## src/rtl/cpu_defs.sv

```systemverilog
// Shared CPU definitions: opcodes, register indices, fetch defaults and fetch-state encoding.
// Used by the fetch unit, instruction memory and decoder.
package cpu_defs;

    localparam int unsigned PC_W_DEFAULT    = 8;
    localparam int unsigned PC_STEP_DEFAULT = 4;

    localparam logic [4:0] OP_NOP  = 5'b00000;
    localparam logic [4:0] OP_HALT = 5'b00001;
    localparam logic [4:0] OP_JUMP = 5'b00010;
    localparam logic [4:0] OP_BEQ  = 5'b00011;
    localparam logic [4:0] OP_BNE  = 5'b00100;
    localparam logic [4:0] OP_ADDI = 5'b01001;

    localparam logic [2:0] GR0 = 3'd0;
    localparam logic [2:0] GR1 = 3'd1;
    localparam logic [2:0] GR2 = 3'd2;
    localparam logic [2:0] GR3 = 3'd3;
    localparam logic [2:0] GR4 = 3'd4;
    localparam logic [2:0] GR5 = 3'd5;
    localparam logic [2:0] GR6 = 3'd6;
    localparam logic [2:0] GR7 = 3'd7;

    localparam logic [15:0] NOP_WORD = 16'h0000;

    typedef enum logic [1:0] {
        StIdle,
        StRun,
        StHalted
    } fetch_state_e;

    function automatic logic is_halt(input logic [15:0] instr);
        return instr[15:11] == OP_HALT;
    endfunction

endpackage

```

## src/rtl/if_id_reg.sv

```systemverilog
// IF/ID pipeline register: flush clears valid, hold freezes everything, load captures a new word.
// When none of these is asserted the slot is marked empty.
module if_id_reg import cpu_defs::*; #(
    parameter int unsigned PC_W = PC_W_DEFAULT
) (
    input  logic            clk_i,
    input  logic            rst_i,
    input  logic            flush_i,
    input  logic            hold_i,
    input  logic            load_i,
    input  logic [15:0]     instr_i,
    input  logic [PC_W-1:0] pc_i,
    output logic [15:0]     instr_o,
    output logic [PC_W-1:0] pc_o,
    output logic            valid_o
);

    logic [15:0]     instr_q, instr_d;
    logic [PC_W-1:0] pc_q, pc_d;
    logic            valid_q, valid_d;

    always_comb begin
        instr_d = instr_q;
        pc_d    = pc_q;
        valid_d = valid_q;
        if (flush_i) begin
            valid_d = 1'b0;
        end else if (hold_i) begin
            valid_d = valid_q;
        end else if (load_i) begin
            instr_d = instr_i;
            pc_d    = pc_i;
            valid_d = 1'b1;
        end else begin
            valid_d = 1'b0;
        end
    end

    always_ff @(posedge clk_i or posedge rst_i) begin
        if (rst_i) begin
            instr_q <= NOP_WORD;
            pc_q    <= '0;
            valid_q <= 1'b0;
        end else begin
            instr_q <= instr_d;
            pc_q    <= pc_d;
            valid_q <= valid_d;
        end
    end

    assign instr_o = instr_q;
    assign pc_o    = pc_q;
    assign valid_o = valid_q;

endmodule

```

## src/rtl/fetch_unit.sv

```systemverilog
// Instruction fetch stage: PC register and IDLE/RUN/HALTED control, feeding the IF/ID register.
// Redirects beat stalls, stalls beat normal fetch; a HALT word parks the PC on itself.
module fetch_unit import cpu_defs::*; #(
    parameter int unsigned PC_W    = PC_W_DEFAULT,
    parameter int unsigned PC_STEP = PC_STEP_DEFAULT
) (
    input  logic            clk,
    input  logic            reset,
    input  logic            start,
    input  logic            stall,
    input  logic            branch_taken,
    input  logic [PC_W-1:0] branch_target,
    output logic [PC_W-1:0] imem_addr,
    input  logic [15:0]     imem_rdata,
    output logic [15:0]     if_id_instr,
    output logic [PC_W-1:0] if_id_pc,
    output logic            if_id_valid,
    output logic            halted,
    output logic [15:0]     fetch_count
);

    fetch_state_e    state_q, state_d;
    logic [PC_W-1:0] pc_q, pc_d;
    logic [15:0]     fetch_count_q, fetch_count_d;
    logic            flush, hold, load;
    logic [PC_W-1:0] redirect_pc;
    logic            unused_tgt_lsbs;

    // Redirects are forced word-aligned.
    assign redirect_pc     = {branch_target[PC_W-1:2], 2'b00};
    assign unused_tgt_lsbs = ^branch_target[1:0];

    always_comb begin
        state_d = state_q;
        pc_d    = pc_q;
        flush   = 1'b0;
        hold    = 1'b0;
        load    = 1'b0;
        unique case (state_q)
            StIdle: begin
                if (start) state_d = StRun;
            end
            StRun: begin
                if (branch_taken) begin
                    pc_d  = redirect_pc;
                    flush = 1'b1;
                end else if (stall) begin
                    hold = 1'b1;
                end else begin
                    load = 1'b1;
                    if (is_halt(imem_rdata)) state_d = StHalted;
                    else                     pc_d    = pc_q + PC_W'(PC_STEP);
                end
            end
            StHalted: begin
                if (branch_taken) begin
                    pc_d    = redirect_pc;
                    flush   = 1'b1;
                    state_d = StRun;
                end
            end
            default: state_d = StIdle;
        endcase
    end

    always_comb begin
        fetch_count_d = fetch_count_q;
        if (load && fetch_count_q != 16'hFFFF) fetch_count_d = fetch_count_q + 16'd1;
    end

    always_ff @(posedge clk or posedge reset) begin
        if (reset) begin
            state_q       <= StIdle;
            pc_q          <= '0;
            fetch_count_q <= '0;
        end else begin
            state_q       <= state_d;
            pc_q          <= pc_d;
            fetch_count_q <= fetch_count_d;
        end
    end

    if_id_reg #(
        .PC_W(PC_W)
    ) u_if_id_reg (
        .clk_i   (clk),
        .rst_i   (reset),
        .flush_i (flush),
        .hold_i  (hold),
        .load_i  (load),
        .instr_i (imem_rdata),
        .pc_i    (pc_q),
        .instr_o (if_id_instr),
        .pc_o    (if_id_pc),
        .valid_o (if_id_valid)
    );

    assign imem_addr   = pc_q;
    assign halted      = (state_q == StHalted);
    assign fetch_count = fetch_count_q;

endmodule

```

## config.mk

```make
export PLATFORM = sky130hd
export DESIGN_NAME = fetch_unit
export DESIGN_NICKNAME = d
export VERILOG_FILES = /design/src/rtl/cpu_defs.sv /design/src/rtl/if_id_reg.sv /design/src/rtl/fetch_unit.sv
export SDC_FILE = /design/constraint.sdc
export NUM_CORES = 1
export LEC_CHECK = 0
export CAP_MARGIN = 10
export CORE_MARGIN = 3
export CORE_UTILIZATION = 50
export DETAILED_ROUTE_END_ITERATION = 8
export PLACE_DENSITY = 0.91
export SLEW_MARGIN = 40
export SYNTH_ARGS = -nofsm -noshare
export SYNTH_HDL_FRONTEND = slang
export SYNTH_HIERARCHICAL = 1
export SYNTH_SLANG_ARGS = --single-unit
export TNS_END_PERCENT = 5
```

## constraint.sdc

```tcl
create_clock -name clk -period 4.4 [get_ports clk]
set_clock_uncertainty 0.1 [all_clocks]
set_input_delay 1.1 -clock clk [delete_from_list [all_inputs] [get_ports clk]]
set_output_delay 1.1 -clock clk [all_outputs]
set_load 0.05 [all_outputs]
```

==> impl_results.md <==
* Status: finished, final reports clean
* Required time of the critical path at 4.48 ns
* Highest clock rate at 0.3130 GHz
* Port Buffers at 74
* Min cycle time layout at between 3 and 4 ns
* Hold WS at 0.3937 ns
* DRC violations left at 0
* Diode count at 0
* Share of cells above drive strength 1 at 18.57%
* Top_reg_cell synth: dfrtp_1
* CP startpoint kind: input pin
* Global Route Usage Sum at between 20% and 30%
* CTS tree: built
* Seq/Total Area, Yosys at 49.77%
* P per Cell Area at 710.1 nW/um2
* Kind of critical path: in -> reg
* YS warnings at 6
* Worst-Skew Late Latency at 0.30 ns
* Internal Pwr Total at 1.236 mW
* First-pass iteration count of the detailed router at 4
* Die height at 76.20 um
* RSZ-0062 raised after global routing: false
* Hold Crit Class: reg -> reg
* Hold-fix buffers, CTS at 0
* VDD IR max at 0.0005461 V
* CP Capture Type: register
* Final setup fails at 0
* LEAKAGE at 1.453 nW
* Final hold vios at 0
* Slew headroom at 64.03%
* Sink Count at slightly below 50
* Routed WL at 5630 um
* Syn Area/Cell at roughly 12 um2
* Starting Density at 53.97%
* Least-Margin Pin Slew at approximately 0.54 ns
* FP Rows at 24
* Chip Width at approximately 76 um
* Final antenna-violating net count at 0
* Final WS setup at approximately 1.2 ns
* Gates resized, CTS repair at 0
* RD Place Congestion at 0.8048
* Period utilization at ~73%
* Routed vias at 1,863
* FFs w/ async S/R, synth at 100.0%
* Io pins at 79
* Post-synth EDFFs at 0
* Die ar. at 5806 um2
* Max-slew violations at 0
* Portion of total power attributed to the clock network at 11.4%
* Root Driver: clkbuf_8
* GR Overflow Total at 0
* Maxcap violations at 0
* Seq pwr share at 31.5%
* Placed cells at 338
* Synth Cell Area at 2464 um2
* Crit path max fanout at 24
* Crit path DAT at 3.28 ns
* Non-Filler Instances at 345
* Power, Total at 2.364 mW
* Combinational power share at between 50% and 60%
* NumNets Final at 315
* Top-count cell post-synth: dfrtp_1
* Avg WL per Cell at ~16 um
* Fillers at 344
* Register area at 1226 um2
* DP Wirelength at 4116 um
* Yosys reg bits at 49
* H-tree Lvls at 2
* Main area contributors after synthesis: dfrtp_1 (50%), mux2_2 (11%), xor2_1 (4.3%)
* First-pass GRT wire length at slightly below 10,000 um
* Multi-input gate area at 1152 um2
* Net switching power at about 1.1 mW
* Clock buffer depth at 2
* CTS Buf Count at 5
* Count of cell types in the netlist at just over 50
* Clk slew on worst S/H paths at 0.08 ns
* Synth area leader: dfrtp_1
* Vias per cell at 5.400
* Place WS at roughly 0.88 ns
* Antenna violations before repair at 0
* Switch share at 47.72%
* Core area at ~4600 um2
* TNS Setup at 0 ns
* Largest net degree at the start of global routing at 26
* Commonest cells in the netlist: dfrtp_1 (49), mux2_2 (23), nand2_1 (12), xor2_1 (12), nor2_1 (10)
* Setup bufs post-CTS at 0
* Number of global-route vias before repair at 1,965
* Area Growth Syn to Fin at 35.14%
* Mapped Cells at 203
* Top cell type's share of synthesized area at 49.77%
* Initial DRC Count at 46
routing by layer:
metal / wire length (um) / track usage, % / part of all wire (%)
met5: 0 / 0 / 0
met4: 110 / 7.971 / 2.0
met3: 210 / 3.428 / 3.7
met2: 2940 / 36.52 / 52
met1: 2368 / 24.71 / 42
cell usage in the layout (no fill, tap or decap), types with 2 or more instances in the layout:
| cell | n |
|---|---|
| a211oi_1 | 2 |
| a21oi_1 | 8 |
| a31oi_1 | 3 |
| and3_1 | 2 |
| and4_1 | 2 |
| clkbuf_8 | 6 |
| clkdlybuf4s50_1 | 74 |
| conb_1 | 4 |
| dfrtp_1 | 49 |
| ha_1 | 6 |
| inv_1 | 4 |
| inv_2 | 2 |
| mux2_1 | 4 |
| mux2_2 | 23 |
| mux2i_1 | 3 |
| nand2_1 | 12 |
| nand3_1 | 9 |
| nand4_1 | 3 |
| nor2_1 | 10 |
| nor3_1 | 6 |
| nor4b_2 | 2 |
| o21ai_0 | 2 |
| o21ai_1 | 2 |
| o2bb2ai_1 | 2 |
| or2_1 | 2 |
| xor2_1 | 12 |
cell families after synthesis:
kind of cell,after synthesis,share of synthesized area [%]
XOR/XNOR,12,4.266
adder cells (fa/ha/maj),6,3.047
AND/OR/NAND/NOR,59,15.74
buffers and inverters,15,3.910
multiplexers,30,13.56
flip-flops,49,49.77
other,1,0.1522
AO/OA/AOI/OAI,31,9.549
sequential cells by signal, summed over array words and instances (netlist names):
register             flops
fetch_count             16
imem_addr                6
state_q                  2
u_if_id_reg/instr_o     16
u_if_id_reg/pc_o         8
u_if_id_reg/valid_o      1
cell type report:
class,count,area share [%]
Clock buffer,6,2.480
Multi-Input combinational cell,142,34.61
Inverter,7,0.9395
Clock inverter,1,0.2255
Sequential cell,49,36.83
Tap cell,65,2.443
Timing Repair Buffer,75,22.47
path summary, 6_finish.rpt:
| kind | cells after the start | from | slack, ns | to |
|---|---|---|---|---|
| setup reg to reg | 7 | state_q[1]$_DFFE_PP0P_ | 1.79 | u_if_id_reg/instr_o[4]$_DFFE_PP0P_ |
| hold / removal | 1 | u_if_id_reg/instr_o[8]$_DFFE_PP0P_ | 0.39 | u_if_id_reg/instr_o[8]$_DFFE_PP0P_ |
| max in group asynchronous | 2 | reset | 2.71 | fetch_count[10]$_DFFE_PP0P_ |
| hold reg to reg | 1 | u_if_id_reg/instr_o[8]$_DFFE_PP0P_ | 0.39 | u_if_id_reg/instr_o[8]$_DFFE_PP0P_ |
| setup / recovery | 6 | branch_taken | 1.20 | u_if_id_reg/instr_o[4]$_DFFE_PP0P_ |
| min in group asynchronous | 2 | reset | 1.12 | u_if_id_reg/pc_o[7]$_DFFE_PP0P_ |
power groups by stage:
stage / Clock (mW) / Sequential (mW) / Combinational (mW)
final: 0.269 / 0.745 / 1.35
after floorplan: 0 / 1.28 / 0.384
after global routing: 0.295 / 0.775 / 1.42
after CTS: 0.279 / 0.745 / 1.36
after global placement: 0 / 0.738 / 1.33
after detailed placement: 0 / 0.753 / 1.35
stage by stage:
step                area, um2  util (%)
floorplan                2475         -
global placement         3239     70.97
detailed placement       3239     70.97
CTS                      3329     72.94
global route             3329     72.94
finish                   3329     72.94
worst max-delay path, stage by stage:
cell and delay, ns:
clkdlybuf4s50_1 0.57, or3b_1 0.58, clkinv_4 0.15, nor3b_4 0.17
buf_4 0.31, mux2_2 0.39
Power figures use the tool's default switching activity.
